### src/rtl/wb_alu_array_pkg.sv
// Shared constants for the Wishbone add/sub channel engine: register map,
// CTRL/STATUS bit positions, FSM states and arithmetic mode codes.
package wb_alu_pkg;

  localparam logic [9:0] OFF_CTRL   = 10'h000;
  localparam logic [9:0] OFF_STATUS = 10'h004;
  localparam logic [1:0] REGION_AB  = 2'b01;   // 0x100..0x1FF operand pairs
  localparam logic [1:0] REGION_RES = 2'b10;   // 0x200..0x2FF results

  localparam int CTRL_START  = 0;
  localparam int CTRL_MODE   = 1;
  localparam int CTRL_IRQ_EN = 2;
  localparam int CTRL_SEL_LO = 8;

  localparam int ST_DONE = 1;

  typedef enum logic {
    IDLE = 1'b0,
    RUN  = 1'b1
  } state_t;

  typedef enum logic {
    MODE_ADD = 1'b0,
    MODE_SUB = 1'b1
  } mode_t;

endpackage

### src/rtl/wb_alu_array_if.sv
// Wishbone slave bus bundle; signal names keep the classic _i/_o suffixes
// so they line up with the user-project wrapper.
interface wb_alu_array_if;
  logic        wbs_stb_i;
  logic        wbs_cyc_i;
  logic        wbs_we_i;
  logic [3:0]  wbs_sel_i;
  logic [31:0] wbs_dat_i;
  logic [31:0] wbs_adr_i;
  logic        wbs_ack_o;
  logic [31:0] wbs_dat_o;

  modport master (
    output wbs_stb_i, wbs_cyc_i, wbs_we_i, wbs_sel_i, wbs_dat_i, wbs_adr_i,
    input  wbs_ack_o, wbs_dat_o
  );

  modport slave (
    input  wbs_stb_i, wbs_cyc_i, wbs_we_i, wbs_sel_i, wbs_dat_i, wbs_adr_i,
    output wbs_ack_o, wbs_dat_o
  );
endinterface

### src/rtl/wb_alu_array_alu_lane.sv
// Combinational WIDTH-bit add/sub; the extra top bit is carry for add and
// borrow (a < b) for sub, which falls out of a WIDTH+1 bit subtraction.
module alu_lane
  import wb_alu_pkg::*;
#(
  parameter int WIDTH = 8
) (
  input  logic [WIDTH-1:0] a,
  input  logic [WIDTH-1:0] b,
  input  mode_t            mode,
  output logic [WIDTH:0]   y
);

  always_comb begin
    if (mode == MODE_SUB) y = {1'b0, a} - {1'b0, b};
    else                  y = {1'b0, a} + {1'b0, b};
  end

endmodule

### src/rtl/wb_alu_array.sv
// Wishbone slave holding NCH operand pairs; START sweeps one channel per cycle
// through a single shared alu_lane and raises DONE / irq[0] at the end.
module wb_alu_array
  import wb_alu_pkg::*;
#(
  parameter int          WIDTH     = 8,
  parameter int          NCH       = 4,
  parameter logic [31:0] BASE_ADDR = 32'h3000_0000
) (
  input  logic             wb_clk_i,
  input  logic             wb_rst_i,
  wb_alu_array_if.slave    wbs,
  output logic [WIDTH:0]   io_out,
  output logic [WIDTH:0]   io_oeb,
  output logic [2:0]       irq
);

  localparam int IW = 4;

  state_t            state_q, state_d;
  logic [IW-1:0]     idx_q;
  mode_t             run_mode;
  mode_t             mode;
  logic              irq_en;
  logic [IW-1:0]     out_sel;
  logic              done_q;
  logic              busy;
  logic              last;

  logic [WIDTH-1:0]  a_q   [NCH];
  logic [WIDTH-1:0]  b_q   [NCH];
  logic [WIDTH:0]    res_q [NCH];

  logic              ack_q;
  logic [31:0]       dat_q;
  logic              in_win, req, wr;
  logic [9:0]        off;
  logic              ab_hit, res_hit, is_b;
  logic [4:0]        ab_ch;
  logic [5:0]        res_ch;
  logic              start_req, done_clr;
  logic [31:0]       rdata;
  logic [WIDTH-1:0]  cur_a, cur_b;
  logic [WIDTH:0]    lane_y;
  logic              unused;

  assign unused = ^wbs.wbs_dat_i;

  // ---------------- bus decode ----------------
  assign in_win  = (wbs.wbs_adr_i[31:10] == BASE_ADDR[31:10]);
  assign off     = wbs.wbs_adr_i[9:0];
  assign req     = wbs.wbs_stb_i && wbs.wbs_cyc_i && !ack_q && in_win;
  assign wr      = req && wbs.wbs_we_i;
  assign ab_hit  = (off[9:8] == REGION_AB)  && (off[1:0] == 2'b00);
  assign res_hit = (off[9:8] == REGION_RES) && (off[1:0] == 2'b00);
  assign ab_ch   = off[7:3];
  assign is_b    = off[2];
  assign res_ch  = off[7:2];

  assign busy      = (state_q == RUN);
  assign last      = (idx_q == IW'(NCH - 1));
  assign start_req = wr && (off == OFF_CTRL) && wbs.wbs_sel_i[0] &&
                     wbs.wbs_dat_i[CTRL_START] && (state_q == IDLE);
  assign done_clr  = wr && (off == OFF_STATUS) && wbs.wbs_sel_i[0] &&
                     wbs.wbs_dat_i[ST_DONE];

  always_comb begin
    rdata = '0;
    if (off == OFF_CTRL) begin
      rdata = 32'({out_sel, 5'b0, irq_en, mode, 1'b0});
    end else if (off == OFF_STATUS) begin
      rdata = 32'({idx_q, 2'b0, done_q, busy});
    end else if (ab_hit) begin
      for (int i = 0; i < NCH; i++)
        if (ab_ch == 5'(i)) rdata = is_b ? 32'(b_q[i]) : 32'(a_q[i]);
    end else if (res_hit) begin
      for (int i = 0; i < NCH; i++)
        if (res_ch == 6'(i)) rdata = 32'(res_q[i]);
    end
  end

  // Ack is registered from the request, so it can never be high two cycles running.
  always_ff @(posedge wb_clk_i or negedge wb_rst_i) begin
    if (!wb_rst_i) begin
      ack_q <= 1'b0;
      dat_q <= '0;
    end else begin
      ack_q <= req;
      dat_q <= (req && !wbs.wbs_we_i) ? rdata : '0;
    end
  end

  assign wbs.wbs_ack_o = ack_q;
  assign wbs.wbs_dat_o = dat_q;

  // ---------------- CTRL / STATUS ----------------
  always_ff @(posedge wb_clk_i or negedge wb_rst_i) begin
    if (!wb_rst_i) begin
      mode     <= MODE_ADD;
      irq_en   <= 1'b0;
      out_sel  <= '0;
      run_mode <= MODE_ADD;
      done_q   <= 1'b0;
    end else begin
      if (wr && (off == OFF_CTRL)) begin
        if (wbs.wbs_sel_i[0]) begin
          mode   <= mode_t'(wbs.wbs_dat_i[CTRL_MODE]);
          irq_en <= wbs.wbs_dat_i[CTRL_IRQ_EN];
        end
        if (wbs.wbs_sel_i[1]) out_sel <= wbs.wbs_dat_i[CTRL_SEL_LO +: IW];
      end
      if (start_req) run_mode <= mode_t'(wbs.wbs_dat_i[CTRL_MODE]);
      // The FSM setting DONE beats a W1C landing on the same edge.
      if (busy && last)   done_q <= 1'b1;
      else if (done_clr)  done_q <= 1'b0;
      else if (start_req) done_q <= 1'b0;
    end
  end

  // ---------------- FSM ----------------
  always_ff @(posedge wb_clk_i or negedge wb_rst_i) begin
    if (!wb_rst_i) state_q <= IDLE;
    else           state_q <= state_d;
  end

  always_comb begin
    state_d = state_q;
    case (state_q)
      IDLE:    if (start_req) state_d = RUN;
      RUN:     if (last)      state_d = IDLE;
      default:                state_d = IDLE;
    endcase
  end

  always_ff @(posedge wb_clk_i or negedge wb_rst_i) begin
    if (!wb_rst_i)      idx_q <= '0;
    else if (start_req) idx_q <= '0;
    else if (busy)      idx_q <= last ? '0 : idx_q + IW'(1);
  end

  // ---------------- datapath ----------------
  always_comb begin
    cur_a = '0;
    cur_b = '0;
    for (int i = 0; i < NCH; i++)
      if (idx_q == IW'(i)) begin
        cur_a = a_q[i];
        cur_b = b_q[i];
      end
  end

  alu_lane #(.WIDTH(WIDTH)) u_lane (
    .a    (cur_a),
    .b    (cur_b),
    .mode (run_mode),
    .y    (lane_y)
  );

  // Operand writes are dropped while a sweep is in flight so results stay coherent.
  always_ff @(posedge wb_clk_i or negedge wb_rst_i) begin
    if (!wb_rst_i) begin
      for (int i = 0; i < NCH; i++) begin
        a_q[i]   <= '0;
        b_q[i]   <= '0;
        res_q[i] <= '0;
      end
    end else begin
      if (wr && ab_hit && !busy) begin
        for (int i = 0; i < NCH; i++)
          if (ab_ch == 5'(i))
            for (int j = 0; j < WIDTH; j++)
              if (wbs.wbs_sel_i[j/8]) begin
                if (is_b) b_q[i][j] <= wbs.wbs_dat_i[j];
                else      a_q[i][j] <= wbs.wbs_dat_i[j];
              end
      end
      if (busy) begin
        for (int i = 0; i < NCH; i++)
          if (idx_q == IW'(i)) res_q[i] <= lane_y;
      end
    end
  end

  // ---------------- outputs ----------------
  always_comb begin
    io_out = '0;
    for (int i = 0; i < NCH; i++)
      if (out_sel == IW'(i)) io_out = res_q[i];
  end

  assign io_oeb = '0;
  assign irq    = {2'b00, done_q & irq_en};

endmodule

### src/flat_wrapper.sv
// flat-port wrapper written by rule: the top's interface ports become plain ports
module wb_alu_array_flat import wb_alu_pkg::*;
#(
  parameter int          WIDTH     = 8,
  parameter int          NCH       = 4,
  parameter logic [31:0] BASE_ADDR = 32'h3000_0000
)
  (wb_clk_i, wb_rst_i, io_out, io_oeb, irq, wbs_wbs_stb_i, wbs_wbs_cyc_i, wbs_wbs_we_i, wbs_wbs_sel_i, wbs_wbs_dat_i, wbs_wbs_adr_i, wbs_wbs_ack_o, wbs_wbs_dat_o);
  wb_alu_array_if wbs_i ();
  input  logic wb_clk_i;
  input  logic wb_rst_i;
  output logic [WIDTH:0] io_out;
  output logic [WIDTH:0] io_oeb;
  output logic [2:0] irq;
  input wire logic [$bits(wbs_i.wbs_stb_i)-1:0] wbs_wbs_stb_i;
  input wire logic [$bits(wbs_i.wbs_cyc_i)-1:0] wbs_wbs_cyc_i;
  input wire logic [$bits(wbs_i.wbs_we_i)-1:0] wbs_wbs_we_i;
  input wire logic [$bits(wbs_i.wbs_sel_i)-1:0] wbs_wbs_sel_i;
  input wire logic [$bits(wbs_i.wbs_dat_i)-1:0] wbs_wbs_dat_i;
  input wire logic [$bits(wbs_i.wbs_adr_i)-1:0] wbs_wbs_adr_i;
  output wire logic [$bits(wbs_i.wbs_ack_o)-1:0] wbs_wbs_ack_o;
  output wire logic [$bits(wbs_i.wbs_dat_o)-1:0] wbs_wbs_dat_o;
  assign wbs_i.wbs_stb_i = wbs_wbs_stb_i;
  assign wbs_i.wbs_cyc_i = wbs_wbs_cyc_i;
  assign wbs_i.wbs_we_i = wbs_wbs_we_i;
  assign wbs_i.wbs_sel_i = wbs_wbs_sel_i;
  assign wbs_i.wbs_dat_i = wbs_wbs_dat_i;
  assign wbs_i.wbs_adr_i = wbs_wbs_adr_i;
  assign wbs_wbs_ack_o = wbs_i.wbs_ack_o;
  assign wbs_wbs_dat_o = wbs_i.wbs_dat_o;
  wb_alu_array #(.WIDTH(WIDTH), .NCH(NCH), .BASE_ADDR(BASE_ADDR)) u_core (.wb_clk_i(wb_clk_i), .wb_rst_i(wb_rst_i), .wbs(wbs_i), .io_out(io_out), .io_oeb(io_oeb), .irq(irq));
endmodule
### config.mk
export PLATFORM = sky130hd
export DESIGN_NAME = wb_alu_array_flat
export DESIGN_NICKNAME = d
export VERILOG_FILES = /design/src/rtl/wb_alu_array_pkg.sv /design/src/rtl/wb_alu_array_if.sv /design/src/rtl/wb_alu_array_alu_lane.sv /design/src/rtl/wb_alu_array.sv /design/src/flat_wrapper.sv
export SDC_FILE = /design/constraint.sdc
export NUM_CORES = 1
export LEC_CHECK = 0
export ABC_AREA = 1
export CORE_MARGIN = 5
export CORE_UTILIZATION = 49
export DETAILED_ROUTE_END_ITERATION = 16
export GPL_TIMING_DRIVEN = 0
export MAX_ROUTING_LAYER = met4
export PLACE_DENSITY = 0.77
export REMOVE_ABC_BUFFERS = 1
export SYNTH_ARGS = -nofsm -noshare
export SYNTH_HDL_FRONTEND = slang
export SYNTH_SLANG_ARGS = --single-unit
### constraint.sdc
create_clock -name wb_clk_i -period 3.1 [get_ports wb_clk_i]
set_input_delay 0.31 -clock wb_clk_i [delete_from_list [all_inputs] [get_ports wb_clk_i]]
set_output_delay 0.31 -clock wb_clk_i [all_outputs]
set_load 0.02 [all_outputs]
# Word-level counts from Yosys, hierarchy flattened
# Cells that the tools add are included.
# W data, S select, Z words.
dict set report classes {
  n_addsub 3
  n_mul 0
  n_div 0
  n_lt_le_gt_ge 0
  eq_ne 16
  shift 0
  muxes 39
  bitwise 3
  reduce_logical 42
}
# cell count
set op_table {}
lappend op_table {{$mux W32} 9}
lappend op_table {{$mux W8} 12}
lappend op_table {{$mux W9} 9}
lappend op_table {{$reduce_and A4 Y1} 8}
lappend op_table {{$eq A22 B20 Y1 const B} 1}
lappend op_table {{$logic_and A1 B1 Y1} 17}
lappend op_table {{$eq A4 B2 Y1 const B} 4}
lappend op_table {{$eq A6 B2 Y1 const B} 2}
lappend op_table {{$mux W4} 3}
lappend op_table {{$reduce_and A2 Y1} 6}
lappend op_table {{$eq A10 B3 Y1 const B} 1}
lappend op_table {{$eq A5 B2 Y1 const B} 2}
lappend op_table {{$logic_not A10 Y1} 1}
lappend op_table {{$add A8 B8 Y9} 1}
lappend op_table {{$sub A8 B8 Y9} 1}
lappend op_table {{$eq A4 B1 Y1 const B} 2}
lappend op_table {{$logic_not A4 Y1} 2}
lappend op_table {{$eq A6 B1 Y1 const B} 1}
lappend op_table {{$logic_not A6 Y1} 1}
lappend op_table {{$eq A5 B1 Y1 const B} 1}
lappend op_table {{$logic_not A5 Y1} 1}
lappend op_table {{$mux W1} 5}
lappend op_table {{$add A4 B1 Y4 const B} 1}
lappend op_table {{$logic_not A1 Y1} 3}
lappend op_table {{other kinds (8)} 9}
dict set report totals {
  register_bits 146
  latch_bits 0
  mem_bits_rw 0
  rom_bits 0
  input_bits 73
  out_inout_bits 54
  elab_cells 124
  mem_count 0
}

# Logic depth before layout (Yosys ltp)
# Gate-level depths: netlist of the first run.
dict set report depth {
  word_depth 11
  depth_mapped 24
  depth_no_buf 23
}

# Modules after synthesis
# From an unflattened synthesis of the first run, not the netlist that was laid out.
dict set report unflattened {
  cells_unflattened 1118
  hier_area_um2 7853.8
}
# mod n_inst cells_each area_per_inst_um2 seq_area_each_um2
set modules_own_cells {}
lappend modules_own_cells {wb_alu_array 1 997 7216.9 3153.0}
lappend modules_own_cells {alu_lane 1 121 636.9 0.0}

# Least setup slack after synthesis of the first run
# Ideal clock, no wire load.
dict set report synth_timing {
  path_kind {reg-to-reg}
  from {register u_core.idx_q[1]}
  to {register u_core.res_q[34] (netlist name)}
  setup_time_ns 0.132
  arrival_time_ns 3.247
  required_ns 2.968
  path_slack_ns -0.279
  stages_incl_launch_ff 24
  n_path_buf 1
  synth_period_minus_slack_ns 3.379
  path_cell_list {dfrtp_1 -> inv_1 -> ha_1 -> buf_4 -> inv_1 -> nor2_2 -> inv_1 -> o211ai_1 -> nand2_1 -> o21ai_0 -> inv_1 -> ha_1 -> nand3_1 -> nor2_1 -> nand2_1 -> nand2_1 -> xor2_1 -> ha_1 -> nand2_1 -> inv_1 -> a221oi_1 -> nand3b_1 -> nand3_1 -> o21ai_0}
}
dict set report synth_via {
  elab_chain_cells 7
  elab_cells_between_ends 16
  cone_classes {2 x add/sub; 3 x eq/ne; 9 x mux; 2 x reduce/logical}
}
# element line_no
set synth_lines {}
lappend synth_lines {{start: declaration} wb_alu_array.sv:21} ;# logic [IW-1:0] idx_q;
lappend synth_lines {{start signal: assignment} wb_alu_array.sv:138} ;# else if (busy) idx_q <= last ? '0 : idx_q + IW'(1);
lappend synth_lines {{$logic_not A4 Y1} {wb_alu_array.sv:146, wb_alu_array.sv:179}}
lappend synth_lines {{$mux W8 (4 in series)} wb_alu_array.sv:146} ;# if (idx_q == IW'(i)) begin
lappend synth_lines {{$add A8 B8 Y9 or $sub A8 B8 Y9 (tied branches)} {wb_alu_array_alu_lane.sv:16, wb_alu_array_alu_lane.sv:15}}
lappend synth_lines {{$mux W9} wb_alu_array_alu_lane.sv:15} ;# if (mode == MODE_SUB) y = {1'b0, a} - {1'b0, b};
lappend synth_lines {{end signal: indexed assignment} wb_alu_array.sv:179} ;# if (idx_q == IW'(i)) res_q[i] <= lane_y;
lappend synth_lines {{end: declaration} wb_alu_array.sv:32} ;# logic [WIDTH:0] res_q [NCH];
# Parallel ways exist; a longest one is shown, timed or not.
# A chain may end at the register's enable or synchronous reset.

# Worst setup path in the final report of the first run
dict set report layout_timing {
  from {register u_core.idx_q[1]}
  to {register u_core.res_q[24] (netlist name)}
}
dict set report layout_via {
  elab_chain_cells 7
  elab_cells_between_ends 16
  cone_classes {2 x add/sub; 3 x eq/ne; 9 x mux; 2 x reduce/logical}
}
# element line_no
set layout_lines {}
lappend layout_lines {{$logic_not A4 Y1} wb_alu_array.sv:146}
lappend layout_lines {{$mux W8 (4 in series)} wb_alu_array.sv:146}
lappend layout_lines {{$add A8 B8 Y9 or $sub A8 B8 Y9 (tied branches)} {wb_alu_array_alu_lane.sv:16, wb_alu_array_alu_lane.sv:15}}
lappend layout_lines {{$mux W9} wb_alu_array_alu_lane.sv:15}
# Parallel ways exist; a longest one is shown, timed or not.

==> results.tsv, run 1 <==
stage	metric	value	unit
status	run_status	finished, violations left	
status	failed_checks	setup timing	
layout	mostFrequentLayoutCell	sky130_fd_sc_hd__nand2_1	
grt	via_count_of_the_first_global_routing_pass	7304	
sta	setup_slack	-0.238	ns
floorplan	initial_core_util	0.493	
min_path	hold_path_class	in -> async	
sta	final.setup_skew	0.00974	ns
cts	clockRootBuffer	sky130_fd_sc_hd__clkbuf_16	
synthesis	synth_cells	1063	
cts	clk_latency	0.43	ns
layout	post_route_cells_drive_above_1_share	0.158	
cts	cts_buffers	17	
grt	grt_util_all_layers	0.278	
grt	number_of_antenna_violations_at_the_first_check_in_global_routing	0	
pwr	internal_power	3000	µW
layout	final_cell_mix	297 x sky130_fd_sc_hd__nand2_1, 129 x sky130_fd_sc_hd__o21ai_0, 123 x sky130_fd_sc_hd__dfrtp_1	
detailed_routing	drc	0	
pwr	power_total	3990	µW
grt	grt_first_pass_wirelength	38700	µm
sta	maximum_frequency_from_static_timing_analysis	300	MHz
cts	cts_tree	built	
worst_setup_path	critPathMaxFanout	15	
synthesis	netlist_area	0.00774	mm²
layout	num_antenna_cells	0	
synthesis	synth.top_cell.area_share	0.407	
floorplan	floorplan.rows	46	
layout	areaGrowthSynthToFinish	28.6	%
sta	finalHoldWorstSlack	0.393	ns
pwr	pwr-share-seq	0.412	
detailed_routing	route.vias.total	7801	
synthesis	yosys.area.top_type	sky130_fd_sc_hd__dfrtp_1	
synthesis	synth_top_cells_by_area	sky130_fd_sc_hd__dfrtp_1 41%, sky130_fd_sc_hd__nand2_1 15%, sky130_fd_sc_hd__o21ai_0 9.8%	
floorplan	dieWidth	136	µm
sta	finalSetupViolCount	19	
sta	final_period_minus_worst_setup_slack	3.34	ns
cts	clk_pin_slew_worst_paths	0.06	ns
sta	timing_max_transition_violations_final	0	
worst_setup_path	timing.critical_path.from_type	register	
pwr	pwr-share-comb	0.060	
synthesis	synthesis.yosys.warnings	0	
worst_setup_path	endpoint_kind	register	
worst_setup_path	crit_type	reg -> reg	
synthesis	synth-edff-count	0	
worst_setup_path	critical_path.startpoint	u_core.idx_q[1]	
synthesis	asyncSetResetFlopFracSynth	1.00	
layout	finalNetCount	1248	
place	place_hpwl	16100	µm
worst_setup_path	worst_reg2reg_startpoint	u_core.idx_q[1]	
cts	cts_num_sinks	126	
detailed_routing	vias_per_cell	5.61	
pwr	netSwitchingPower	996	µW
cts	clock_tree.htree_level_count	4	
detailed_routing	detail_route.first_pass.iterations	6	
detailed_routing	wl_per_cell	18.3	µm
sta	fin_crit_sh	1.08	
layout	fill_cells	1287	
synthesis	yosysSeqAreaShare	0.407	
sta	unrepaired_setup_endpoints_after_global_routing	true	
detailed_routing	drt.antenna.violating_nets	0	
worst_setup_path	timing.critical_path.required	3.39	ns
place	gpl.final_weighted_congestion	0.894	
synthesis	synth-seq-cells	126	
worst_setup_path	critical_path_at	3.63	ns
sta	timing.final.hold_violations	0	
pwr	power_frac_clock	0.528	
floorplan	die-area	0.0184	mm²
detailed_routing	dr.first_iter.drc_count	868	
flow_run	cap_violations	0	
floorplan	placeableCoreArea	0.0157	mm²
synthesis	syn_area_per_cell	7.29	µm²
cts	cts_max_path_buffers	2	
synthesis	postSynth.topFlopCell	sky130_fd_sc_hd__dfrtp_1	
floorplan	top_level_ports	127	
pwr	ir_worst_vdd	0.406	mV
detailed_routing	routed_wire_length	25400	µm
grt	grt_overflow_total	0	
synthesis	synth.lib_cells_used.distinct	39	
pwr	powerDensity	401	mW/mm²
sta	max_slew_margin	0.318	
sta	slew_at_the_pin_closest_to_its_max_slew_limit	1.02	ns
pwr	p_leak	0.00467	µW
pwr	switching_share	0.249	
floorplan	die-height	136	µm
place	port-buffer-count	73	
grt	grt_start_max_net_pins	74	
-- worst max-delay path: stages, from the launching register on --
cell and delay [ns]:
sky130_fd_sc_hd__dfrtp_2 0.43, sky130_fd_sc_hd__buf_4 0.16, sky130_fd_sc_hd__buf_4 0.14, sky130_fd_sc_hd__ha_4 0.18
sky130_fd_sc_hd__buf_4 0.14, sky130_fd_sc_hd__buf_4 0.15, sky130_fd_sc_hd__nand2_8 0.13, sky130_fd_sc_hd__inv_1 0.08
sky130_fd_sc_hd__a21oi_1 0.17, sky130_fd_sc_hd__o22ai_1 0.13, sky130_fd_sc_hd__ha_2 0.22, sky130_fd_sc_hd__fa_2 0.35
sky130_fd_sc_hd__nand3b_1 0.22, sky130_fd_sc_hd__nand2_2 0.13, sky130_fd_sc_hd__nand2_4 0.06, sky130_fd_sc_hd__nand2_2 0.07
sky130_fd_sc_hd__a21oi_2 0.06, sky130_fd_sc_hd__xor2_1 0.15, sky130_fd_sc_hd__buf_4 0.17, sky130_fd_sc_hd__o21ai_1 0.06
-- state kept, by name, indices dropped and copies added (netlist names), 4 cells and up --
signal                count
u_core.a_q               32
u_core.b_q               32
u_core.idx_q              4
u_core.out_sel            4
u_core.res_q             36
u_core.wbs.wbs_dat_o     12
-- power groups by stage --
stage | combinational, µW | clock [µW] | sequential [µW]
5_1_grt | 258 | 2190 | 1640
6_report | 240 | 2110 | 1640
3_3_place_gp | 227 | 0 | 1680
3_5_place_dp | 234 | 0 | 1670
2_1_floorplan | 78.2 | 0 | 1680
4_1_cts | 237 | 2100 | 1640
-- cell usage after synthesis, types with 2 or more instances --
cell	n
sky130_fd_sc_hd__a22oi_1	2
sky130_fd_sc_hd__nor2_1	57
sky130_fd_sc_hd__clkbuf_1	20
sky130_fd_sc_hd__nor2_4	5
sky130_fd_sc_hd__o21ai_0	151
sky130_fd_sc_hd__buf_6	3
sky130_fd_sc_hd__inv_2	2
sky130_fd_sc_hd__dfrtp_1	126
sky130_fd_sc_hd__o211ai_1	14
sky130_fd_sc_hd__or2_2	3
sky130_fd_sc_hd__buf_4	37
sky130_fd_sc_hd__nor2_8	2
sky130_fd_sc_hd__nand3b_1	4
sky130_fd_sc_hd__o2111ai_1	10
sky130_fd_sc_hd__nand2_1	314
sky130_fd_sc_hd__nand4_1	7
sky130_fd_sc_hd__nand3_1	76
sky130_fd_sc_hd__nand2_2	2
sky130_fd_sc_hd__ha_1	13
sky130_fd_sc_hd__buf_2	12
sky130_fd_sc_hd__nor4_1	4
sky130_fd_sc_hd__xnor2_1	4
sky130_fd_sc_hd__inv_1	109
sky130_fd_sc_hd__xor2_1	5
sky130_fd_sc_hd__nand4_4	4
sky130_fd_sc_hd__nor2_2	9
sky130_fd_sc_hd__o311ai_0	2
sky130_fd_sc_hd__a31oi_1	3
sky130_fd_sc_hd__nor3_1	9
sky130_fd_sc_hd__a21oi_1	45
-- per-stage QoR --
step,utilization,area [µm²],TNS (ns),cells,setup WS [ns]
finish,0.634,9960,-3.21,1390,-0.238
global route,0.634,9960,-6.51,1390,-0.422
detailed placement,0.538,8450,-43.92,1311,-1.61
CTS,0.603,9470,-1.82,1370,-0.139
global placement,0.535,8410,-554.51,1309,-3.32
floorplan,-,7410,-8.24,1020,-0.472
-- layer usage --
layer | GRT usage | share of wire | wire length [µm]
met1 | 0.352 | 0.38 | 9720
met5 | - | 0 | 0
met4 | 0.100 | 0.031 | 797
met3 | 0.0672 | 0.10 | 2650
met2 | 0.437 | 0.48 | 12300
-- cell families after synthesis --
group,Yosys count,synth area share
compound gates,230,0.161
xor+xnor,9,0.0102
fa+ha+maj,14,0.0236
buf+inv,185,0.112
flops,126,0.407
other cells,1,0.000484
simple gates,498,0.285
-- repair_timing --
action                     4_1_cts  5_1_grt
setup buffers                   24       20
cloned                           2        0
hold endpoints to repair        53        0
gates resized for setup         57       80
setup endpoints to repair       43       32
pin swaps                       29       37
hold buffers                     1        0
-- worst paths after layout --
kind	cells past startpoint	to	slack, ns
worst min-delay path	2	u_core.res_q[30]	0.39
min in group wb_clk_i	3	u_core.out_sel[1]	0.44
max in group asynchronous	3	u_core.a_q[20]	1.96
worst max register to register	19	u_core.res_q[24]	-0.24
worst max-delay path	19	u_core.res_q[24]	-0.24
worst min register to register	2	u_core.res_q[14]	0.51
-- cell type report --
class,count,area [µm²],area share
Multi-Input combinational cell,784,4330,0.435
Clock inverter,15,186,0.0187
Clock buffer,17,425,0.0427
Inverter,112,430,0.0432
Timing Repair Buffer,120,1160,0.117
Sequential cell,126,3160,0.317
Tap cell,216,270,0.0271
No activity file was read; power rests on OpenSTA's default activity.
==> run 2: changes to the inputs <==
--- a/config.mk
+++ b/config.mk
@@ -9,6 +9,7 @@
 export CORE_MARGIN = 5
 export CORE_UTILIZATION = 49
 export DETAILED_ROUTE_END_ITERATION = 16
+export GPL_ROUTABILITY_DRIVEN = 0
 export GPL_TIMING_DRIVEN = 0
 export MAX_ROUTING_LAYER = met4
 export PLACE_DENSITY = 0.77
==> results.tsv, run 2 (synthesis gave the netlist of run 1 again) <==
stage	metric	value	unit
status	run_status	finished, violations left	
status	failed_checks	setup timing	
cts	clk_pin_slew_worst_paths	0.06	ns
worst_setup_path	timing.critical_path.from_type	register	
grt	grt_overflow_total	0	
cts	cts_tree	built	
sta	timing_max_transition_violations_final	0	
sta	max_slew_margin	0.328	
floorplan	die-height	136	µm
layout	largest_register_ff_count	36	
worst_setup_path	r2r.worst_path.cells	22	
sta	finalSetupViolCount	20	
place	place_hpwl	15900	µm
layout	final_cell_mix	307 x sky130_fd_sc_hd__nand2_1, 134 x sky130_fd_sc_hd__o21ai_0, 122 x sky130_fd_sc_hd__dfrtp_1	
layout	reg_top3	u_core.res_q (36), u_core.a_q (32), u_core.b_q (32)	
grt	number_of_antenna_violations_at_the_first_check_in_global_routing	0	
worst_setup_path	cpMostUsedCell	sky130_fd_sc_hd__inv_2	
detailed_routing	wl_per_cell	17.8	µm
place	placement.cell_area	0.00845	mm²
cts	clockRootBuffer	sky130_fd_sc_hd__clkbuf_16	
worst_setup_path	critical_path_at	3.68	ns
layout	areaGrowthSynthToFinish	25.3	%
pwr	powerDensity	411	mW/mm²
detailed_routing	route.vias.total	7762	
layout	finalNetCount	1239	
worst_setup_path	timing.reg2reg.setup_slack	-0.29	ns
cts	clk_latency	0.43	ns
layout	post_route_cells_drive_above_1_share	0.133	
min_path	hold_path_class	in -> async	
cts	cts_num_sinks	126	
worst_setup_path	timing.critical_path.slowest_stage_cell	sky130_fd_sc_hd__dfrtp_2	
detailed_routing	drt.antenna.violating_nets	0	
worst_setup_path	worst_reg2reg_startpoint	u_core.idx_q[1]	
cts	cts_buffers	17	
sta	setup_slack	-0.286	ns
layout	multiInputGateArea	0.00415	mm²
detailed_routing	drc	0	
sta	fin_crit_sh	1.09	
sta	final.setup_skew	0.00897	ns
layout	layout.cells.non_filler	1381	
layout	top_register	u_core.res_q	
detailed_routing	dr.first_iter.drc_count	923	
sta	maximum_frequency_from_static_timing_analysis	295	MHz
pwr	p_leak	0.00457	µW
cts	clock_tree.htree_level_count	4	
place	dp_cells	1311	
worst_setup_path	delay_of_the_slowest_cell_on_the_worst_path	0.43	ns
grt	grt_first_pass_wirelength	37400	µm
detailed_routing	routed_wire_length	24600	µm
grt	grt_util_all_layers	0.267	
sta	unrepaired_setup_endpoints_after_global_routing	true	
grt	grt_start_max_net_pins	74	
layout	fill_cells	1338	
grt	via_count_of_the_first_global_routing_pass	7296	
worst_setup_path	endpoint_kind	register	
worst_setup_path	timing.critical_path.required	3.40	ns
place	port-buffer-count	73	
sta	slew_at_the_pin_closest_to_its_max_slew_limit	1.01	ns
pwr	power_total	3990	µW
detailed_routing	vias_per_cell	5.62	
floorplan	die-area	0.0184	mm²
layout	num_antenna_cells	0	
sta	timing.final.hold_violations	0	
worst_setup_path	critPathMaxFanout	4	
detailed_routing	detail_route.first_pass.iterations	7	
place	pre_cts_slack	-1.59	ns
pwr	ir_worst_vdd	0.424	mV
floorplan	placeableCoreArea	0.0157	mm²
worst_setup_path	path_cells	inv_2 > ha_4 > clkinvlp_4 > nor2_4 > inv_2 > o211ai_1 > nand2_1 > o21ai_2 > inv_2 > ha_4 > nand3_4 > nor2_4 > nand2_2 > nand2_2 > xor2_1 > ha_1 > nand2_1 > inv_2 > a221oi_2 > nand3b_1 > nand3_1 > o21ai_1	
floorplan	initial_core_util	0.493	
layout	stdcell_area	0.00970	mm²
worst_setup_path	crit_type	reg -> reg	
flow_run	cap_violations	0	
layout	area.sequential	0.00316	mm²
worst_setup_path	r2r_end	u_core.res_q[34]	
cts	cts_max_path_buffers	2	
floorplan	floorplan.rows	46	
floorplan	dieWidth	136	µm
sta	final_period_minus_worst_setup_slack	3.39	ns
floorplan	top_level_ports	127	
layout	mostFrequentLayoutCell	sky130_fd_sc_hd__nand2_1	
## run 2: worst max-delay path by stage
stage | cells past startpoint | end | from | slack [ns]
floorplan | 22 | u_core.res_q[7] | u_core.idx_q[1] | -0.47
global placement | 1 | u_core.a_q[20] | wb_rst_i | -3.31
detailed placement | 21 | u_core.res_q[32] | u_core.idx_q[1] | -1.59
CTS | 22 | u_core.res_q[34] | u_core.idx_q[1] | -0.18
global route | 21 | u_core.res_q[6] | u_core.idx_q[0] | -0.45
finish | 22 | u_core.res_q[34] | u_core.idx_q[1] | -0.29
## run 2: final cells by class
class / instances / share of cell area
Inverter: 112 / 0.0441
Clock inverter: 12 / 0.0164
Tap cell: 216 / 0.0279
Timing Repair Buffer: 111 / 0.111
Clock buffer: 20 / 0.0471
Multi-Input combinational cell: 784 / 0.428
Sequential cell: 126 / 0.325
## run 2: routing by layer
| layer | GRT usage | vias up | wire, µm |
|---|---|---|---|
| met1 | 0.333 | 3619 | 9660 |
| met3 | 0.0617 | 83 | 2480 |
| met2 | 0.426 | 453 | 11600 |
| met5 | - | - | 0 |
| li1 | - | 3607 | - |
| met4 | 0.101 | 0 | 819 |
## run 2: stage by stage
stage	utilization	hold WS (ns)	TNS (ns)
after floorplan	-	0.0144	-8.24
after global placement	0.535	0.480	-547.92
after detailed placement	0.538	0.297	-40.83
after CTS	0.605	0.422	-1.90
after global routing	0.618	0.470	-7.00
final	0.618	0.395	-3.80
## run 2: critical path, delay by kind of cell, from the launching register on
family	cells	cell delay, ns
compound gates	4	0.66
simple gates	9	0.99
flops	1	0.43
buf+inv	5	0.37
xor+xnor	1	0.15
fa+ha+maj	3	0.67
## run 2: report_power, final
part           internal (µW)  switching, µW
combinational           78.2            160
clock                   1310            795
sequential              1650     0.00000392
total                   3030            955
## run 2: timing repair
action / 4_1_cts / 5_1_grt
setup endpoints to repair: 41 / 24
gates resized for setup: 65 / 27
pin swaps: 31 / 19
gates cloned: 1 / 1
buffers inserted: 24 / 11
endpoints found under the hold margin: 53 / 0
hold buffers: 1 / 0
